### src/rtl/padctrl_boot_seq_if.sv
// APB3 signal bundle used on both sides of the pad-control boot sequencer.
// The master modport drives the request; the slave modport returns the response.
interface padctrl_boot_seq_if;
  logic        psel;
  logic        penable;
  logic        pwrite;
  logic [19:0] paddr;
  logic [31:0] pwdata;
  logic [31:0] prdata;
  logic        pready;
  logic        pslverr;

  modport master (
    output psel, penable, pwrite, paddr, pwdata,
    input  prdata, pready, pslverr
  );

  modport slave (
    input  psel, penable, pwrite, paddr, pwdata,
    output prdata, pready, pslverr
  );
endinterface

### src/rtl/padctrl_boot_seq.sv
// Replays a fixed table of APB writes into pad control after reset or on request,
// then passes fabric APB traffic straight through. Reports completion and first error.
module padctrl_boot_seq #(
  parameter int N_ENTRIES = 4,
  parameter int W_IDX     = 4
) (
  input  logic                   clk,
  input  logic                   rst,
  input  logic [N_ENTRIES*20-1:0] table_addr,
  input  logic [N_ENTRIES*32-1:0] table_data,
  input  logic                   restart,
  output logic                   done,
  output logic                   err,
  output logic [W_IDX-1:0]       err_idx,
  padctrl_boot_seq_if.slave      apbs,
  padctrl_boot_seq_if.master     apbm
);

  typedef enum logic [2:0] {START, B_SETUP, B_ACCESS, RESYNC, PASS} state_t;

  state_t           state, state_nxt;
  logic [W_IDX-1:0] idx, idx_nxt, err_idx_nxt;
  logic             done_nxt, err_nxt;
  logic             restart_pend, restart_pend_nxt;
  logic             last_entry;
  logic [19:0]      entry_addr;
  logic [31:0]      entry_data;

  // Constant-slice mux keeps the table select free of width-mixing arithmetic.
  always_comb begin
    entry_addr = '0;
    entry_data = '0;
    for (int i = 0; i < N_ENTRIES; i++) begin
      if (idx == W_IDX'(i)) begin
        entry_addr = table_addr[20*i +: 20];
        entry_data = table_data[32*i +: 32];
      end
    end
  end

  assign last_entry = (idx == W_IDX'(N_ENTRIES - 1));

  // NOTE: sequential state is updated only with non-blocking assignments.
  always_ff @(posedge clk or posedge rst) begin
    if (rst) begin
      state        <= START;
      idx          <= '0;
      done         <= 1'b0;
      err          <= 1'b0;
      err_idx      <= '0;
      restart_pend <= 1'b0;
    end else begin
      state        <= state_nxt;
      idx          <= idx_nxt;
      done         <= done_nxt;
      err          <= err_nxt;
      err_idx      <= err_idx_nxt;
      restart_pend <= restart_pend_nxt;
    end
  end

  // NOTE: every signal written here gets a default first, so no latch is inferred.
  always_comb begin
    state_nxt        = state;
    idx_nxt          = idx;
    done_nxt         = done;
    err_nxt          = err;
    err_idx_nxt      = err_idx;
    restart_pend_nxt = restart_pend;

    apbm.psel    = 1'b0;
    apbm.penable = 1'b0;
    apbm.pwrite  = 1'b0;
    apbm.paddr   = '0;
    apbm.pwdata  = '0;
    apbs.prdata  = '0;
    apbs.pready  = 1'b0;
    apbs.pslverr = 1'b0;

    if (restart && done) restart_pend_nxt = 1'b1;

    unique case (state)
      START: state_nxt = B_SETUP;

      B_SETUP: begin
        apbm.psel   = 1'b1;
        apbm.pwrite = 1'b1;
        apbm.paddr  = entry_addr;
        apbm.pwdata = entry_data;
        state_nxt   = B_ACCESS;
      end

      B_ACCESS: begin
        apbm.psel    = 1'b1;
        apbm.penable = 1'b1;
        apbm.pwrite  = 1'b1;
        apbm.paddr   = entry_addr;
        apbm.pwdata  = entry_data;
        if (apbm.pready) begin
          if (apbm.pslverr && !err) begin
            err_nxt     = 1'b1;
            err_idx_nxt = idx;
          end
          if (last_entry) begin
            done_nxt = 1'b1;
            // Pad control never saw the fabric's setup phase if it is already in access.
            state_nxt = (apbs.psel && apbs.penable) ? RESYNC : PASS;
          end else begin
            idx_nxt   = idx + W_IDX'(1);
            state_nxt = B_SETUP;
          end
        end
      end

      RESYNC: begin
        apbm.psel   = 1'b1;
        apbm.pwrite = apbs.pwrite;
        apbm.paddr  = apbs.paddr;
        apbm.pwdata = apbs.pwdata;
        state_nxt   = PASS;
      end

      PASS: begin
        apbm.psel    = apbs.psel;
        apbm.penable = apbs.penable;
        apbm.pwrite  = apbs.pwrite;
        apbm.paddr   = apbs.paddr;
        apbm.pwdata  = apbs.pwdata;
        apbs.prdata  = apbm.prdata;
        apbs.pready  = apbm.pready;
        apbs.pslverr = apbm.pslverr;
        // Leave only between fabric transfers so an in-flight one always completes.
        if (restart_pend && !apbs.psel) begin
          done_nxt         = 1'b0;
          err_nxt          = 1'b0;
          err_idx_nxt      = '0;
          idx_nxt          = '0;
          restart_pend_nxt = 1'b0;
          state_nxt        = B_SETUP;
        end
      end

      default: state_nxt = START;
    endcase
  end

endmodule

### src/flat_wrapper.sv
// flat-port wrapper written by rule: the top's interface ports become plain ports
module padctrl_boot_seq_flat 
#(
  parameter int N_ENTRIES = 4,
  parameter int W_IDX     = 4
)
  (clk, rst, table_addr, table_data, restart, done, err, err_idx, apbs_psel, apbs_penable, apbs_pwrite, apbs_paddr, apbs_pwdata, apbs_prdata, apbs_pready, apbs_pslverr, apbm_psel, apbm_penable, apbm_pwrite, apbm_paddr, apbm_pwdata, apbm_prdata, apbm_pready, apbm_pslverr);
  padctrl_boot_seq_if apbs_i ();
  padctrl_boot_seq_if apbm_i ();
  input  logic clk;
  input  logic rst;
  input  logic [N_ENTRIES*20-1:0] table_addr;
  input  logic [N_ENTRIES*32-1:0] table_data;
  input  logic restart;
  output logic done;
  output logic err;
  output logic [W_IDX-1:0] err_idx;
  input wire logic [$bits(apbs_i.psel)-1:0] apbs_psel;
  input wire logic [$bits(apbs_i.penable)-1:0] apbs_penable;
  input wire logic [$bits(apbs_i.pwrite)-1:0] apbs_pwrite;
  input wire logic [$bits(apbs_i.paddr)-1:0] apbs_paddr;
  input wire logic [$bits(apbs_i.pwdata)-1:0] apbs_pwdata;
  output wire logic [$bits(apbs_i.prdata)-1:0] apbs_prdata;
  output wire logic [$bits(apbs_i.pready)-1:0] apbs_pready;
  output wire logic [$bits(apbs_i.pslverr)-1:0] apbs_pslverr;
  output wire logic [$bits(apbm_i.psel)-1:0] apbm_psel;
  output wire logic [$bits(apbm_i.penable)-1:0] apbm_penable;
  output wire logic [$bits(apbm_i.pwrite)-1:0] apbm_pwrite;
  output wire logic [$bits(apbm_i.paddr)-1:0] apbm_paddr;
  output wire logic [$bits(apbm_i.pwdata)-1:0] apbm_pwdata;
  input wire logic [$bits(apbm_i.prdata)-1:0] apbm_prdata;
  input wire logic [$bits(apbm_i.pready)-1:0] apbm_pready;
  input wire logic [$bits(apbm_i.pslverr)-1:0] apbm_pslverr;
  assign apbs_i.psel = apbs_psel;
  assign apbs_i.penable = apbs_penable;
  assign apbs_i.pwrite = apbs_pwrite;
  assign apbs_i.paddr = apbs_paddr;
  assign apbs_i.pwdata = apbs_pwdata;
  assign apbs_prdata = apbs_i.prdata;
  assign apbs_pready = apbs_i.pready;
  assign apbs_pslverr = apbs_i.pslverr;
  assign apbm_psel = apbm_i.psel;
  assign apbm_penable = apbm_i.penable;
  assign apbm_pwrite = apbm_i.pwrite;
  assign apbm_paddr = apbm_i.paddr;
  assign apbm_pwdata = apbm_i.pwdata;
  assign apbm_i.prdata = apbm_prdata;
  assign apbm_i.pready = apbm_pready;
  assign apbm_i.pslverr = apbm_pslverr;
  padctrl_boot_seq #(.N_ENTRIES(N_ENTRIES), .W_IDX(W_IDX)) u_core (.clk(clk), .rst(rst), .table_addr(table_addr), .table_data(table_data), .restart(restart), .done(done), .err(err), .err_idx(err_idx), .apbs(apbs_i), .apbm(apbm_i));
endmodule
### config.mk
export PLATFORM = sky130hd
export DESIGN_NAME = padctrl_boot_seq_flat
export DESIGN_NICKNAME = d
export VERILOG_FILES = /design/src/rtl/padctrl_boot_seq_if.sv /design/src/rtl/padctrl_boot_seq.sv /design/src/flat_wrapper.sv
export SDC_FILE = /design/constraint.sdc
export NUM_CORES = 1
export LEC_CHECK = 0
export ABC_AREA = 1
export CORE_AREA = 2 2 153 155
export DETAILED_ROUTE_END_ITERATION = 7
export DIE_AREA = 0 0 155 157
export GPL_ROUTABILITY_DRIVEN = 1
export GPL_TIMING_DRIVEN = 0
export PLACE_DENSITY_LB_ADDON = 0.08
export SETUP_SLACK_MARGIN = 0.2
export SLEW_MARGIN = 20
export SYNTH_ARGS = -nofsm -noshare
export SYNTH_HDL_FRONTEND = slang
export SYNTH_SLANG_ARGS = --single-unit
export TNS_END_PERCENT = 100
### constraint.sdc
create_clock -name clk -period 1.58 [get_ports clk]
set_input_delay 0.158 -clock clk [delete_from_list [all_inputs] [get_ports clk]]
set_output_delay 0.158 -clock clk [all_outputs]
set_load 0.03 [all_outputs]
==> reports/results.txt <==
Crit path cell chain -> ha_4, clkbuf_16, buf_12, buf_16, clkbuf_16, nand3_2, nand2_1, nand2_1, nand2_1, nand2_2, nand2_4, buf_6
Syn Area/Cell -> 4.51 sq um
Post-Syn Instances -> 1,041
Crit start category -> register
Clk root buf -> clkbuf_16
Required @ worst endpoint -> 1420 ps
Die area -> 0.0243 sq mm
Port bufs -> 394
Worst Max-Slew Pin Slew -> 576 ps
Die H -> 157 um
Hold_buf cts -> 0
Type of destination of the critical path -> output port
Area grow syn2layout -> 136%
Final HPWL DP -> 20.8 mm
Fmax -> 471 MHz
H-tree depth -> 1
Seq/Total Area, Yosys -> 0.0746
Worst-path fanout max -> 6
Time the worst path needs with I/O delays and setup -> 2120 ps
Pins Over Slew Limit -> 0
Worst reg2reg path depth -> 9
Final Hold Slack -> 274 ps
End of the critical path -> apbm_pwdata[9]
Cell variety after synth -> 26
Pwr per Cell Area -> 237 mW/mm^2
DRC Markers -> 0
Levels on crit path -> 12
Total track usage -> 0.195
Critical path startpoint -> u_core.idx[0]
WL final -> 26.1 mm
Global route overflow -> 0
Syn nets -> 1,345
Clk buf depth -> 2
Worst skew pair latency -> 240 ps
Initial antenna violation count -> 2
Post-DR wirelength/cell -> 14.8 um
Synthesis-stage register bit count -> 14
Die outline width -> 155 um
Starting Density -> 0.209
R2R setup slack -> 30 ps
RSZ-0062 raised after global routing -> true
Post-route ant nets -> 0
Share of cells above drive strength 1 -> 0.280
Placer Congestion -> 0.823
Crit Path Class -> register to output port
Crit-path most repeated cell -> nand2_1
Largest net degree at the start of global routing -> 15
Vias in the first global route -> 7,190
Delay-heaviest family, CP -> buffers and inverters
Placement Setup Slack -> -1210 ps
Lkg Pwr -> 6.06 nW
R2R Path End -> u_core.idx[1]
Setup Viol. Count Final -> 88
TritonCTS buffer count -> 3
Final worst slack -> -545 ps
First-pass GRT wire length -> 37.9 mm
Core ar. -> 0.0225 sq mm
CP max-delay cell -> dfrtp_2
CTS tree -> built
Final Cycle Share -> 1.34
Mapped Area -> 0.00469 sq mm
CP max stage delay -> 470 ps
Syn. warnings -> 0
NumNets Final -> 1,784
Row count -> 55
Final hold violation count -> 0
Worst path bufs/invs -> 5
Number of max-cap violations -> 0
Critical R2R Launch -> u_core.state[1]
Clock skew -> 4.70 ps
CP arrival -> 1970 ps
Sink Count -> 14
Worst Hold Class -> input port to asynchronous set/reset pin
Vias -> 7,663
Clock Pin Slew Worst Setup and Hold Paths -> 50 ps
Violated checks -> negative setup slack
Maximum VDD drop -> 385 uV
Boundary pin count -> 395
Initial DRC Count -> 268
Outcome -> complete, but fails checks
Vias per cell -> 4.34
Total power -> 2.62 mW
Max_slew headroom -> 0.615
1st-pass router iterations -> 4
layout by cell type, fill, tap and decap left out, drive strengths merged:
master	netlist	layout
o221ai	1	1
nor2	98	98
dfrtp	14	14
xnor2	1	1
nand3	168	168
dlymetal6s2s	0	6
clkinvlp	0	1
clkdlybuf4s50	0	299
buf	48	176
diode	0	2
or2	1	1
clkbuf	25	30
nand2	414	414
clkinv	0	1
ha	4	4
inv	202	200
o21ai	60	60
nand4	1	1
a21oi	2	2
a31oi	1	1
nand3b	1	1
routing by layer:
layer / GRT usage / wire length [um] / vias up
met5: 0 / 0 / -
met4: 0.0150 / 255 / 0
met3: 0.0374 / 1830 / 17
met2: 0.371 / 13400 / 242
li1: - / - / 3984
met1: 0.234 / 10600 / 3420
sequential cells by signal (all words and copies together) (netlist names):
name,cells
u_core.err,1
u_core.err_idx,4
u_core.state,3
u_core.done,1
u_core.restart_pend,1
u_core.idx,4
repair_timing:
item	4_1_cts	5_1_grt
resized for setup	570	300
setup buffers	9	24
cloned	2	5
endpoints found under the setup margin	108	108
pin swaps	14	47
worst min-delay path by stage:
stage,from,end,cells past startpoint
final,rst,u_core.restart_pend,2
after global routing,rst,u_core.restart_pend,2
after CTS,rst,u_core.restart_pend,2
after detailed placement,u_core.restart_pend,u_core.restart_pend,1
after global placement,u_core.restart_pend,u_core.restart_pend,1
after floorplan,rst,u_core.done,1
cell type report:
type | instances | area [sq um]
inverter | 202 | 769
buffer | 73 | 813
fill | 2346 | 11400
multi-input combinational | 752 | 4190
tap | 285 | 357
antenna | 2 | 5.00
timing repair buffer | 434 | 4510
clock buffer | 4 | 88.8
sequential | 14 | 357
power by group:
part / internal, mW / switching [mW]
clock: 0.384 / 0.153
combinational: 1.05 / 0.679
sequential: 0.361 / 0.000957
total: 1.79 / 0.832
cells in the mapped netlist:
library cell,n,area share
a21oi_1,2,0.0021
a31oi_1,1,0.0013
buf_1,6,0.0048
buf_2,30,0.032
buf_4,9,0.014
buf_6,3,0.0072
clkbuf_1,25,0.020
dfrtp_1,14,0.075
ha_1,4,0.011
inv_1,179,0.14
inv_2,23,0.018
nand2_1,411,0.33
nand2_2,2,0.0027
nand2_4,1,0.0024
nand3_1,168,0.18
nand3b_1,1,0.0016
nand4_1,1,0.0013
nor2_1,92,0.074
nor2_2,3,0.0040
nor2_4,2,0.0048
nor2_8,1,0.0043
o21ai_0,58,0.062
o21ai_1,2,0.0021
o221ai_1,1,0.0019
or2_2,1,0.0013
xnor2_1,1,0.0019
metrics by stage:
stage | std cells | area (sq um) | TNS (ps) | utilization
floorplan | 1041 | 5430 | -2060 | -
global placement | 1720 | 9730 | -77660 | 0.432
detailed placement | 1720 | 9730 | -76960 | 0.432
CTS | 1735 | 10200 | -34420 | 0.453
global route | 1764 | 11100 | -40450 | 0.492
finish | 1766 | 11100 | -33160 | 0.493
worst reg2reg max path, stage by stage, from the launching register on:
cell and delay (ps):
dfrtp_2 430, nor2_4 190, buf_12 140, nand2_8 60, clkbuf_16 160, buf_4 140
buf_4 130, nand2_1 40, nand3b_1 90, nand2_1 50
cells by family after synthesis:
family	share of synthesized area
AO/OA/AOI/OAI	0.0693
XOR/XNOR	0.00187
adder cells (fa/ha/maj)	0.0107
buffers and inverters	0.240
flip-flops	0.0746
AND/OR/NAND/NOR	0.604
Note: power is estimated with default switching activity, not from simulation.
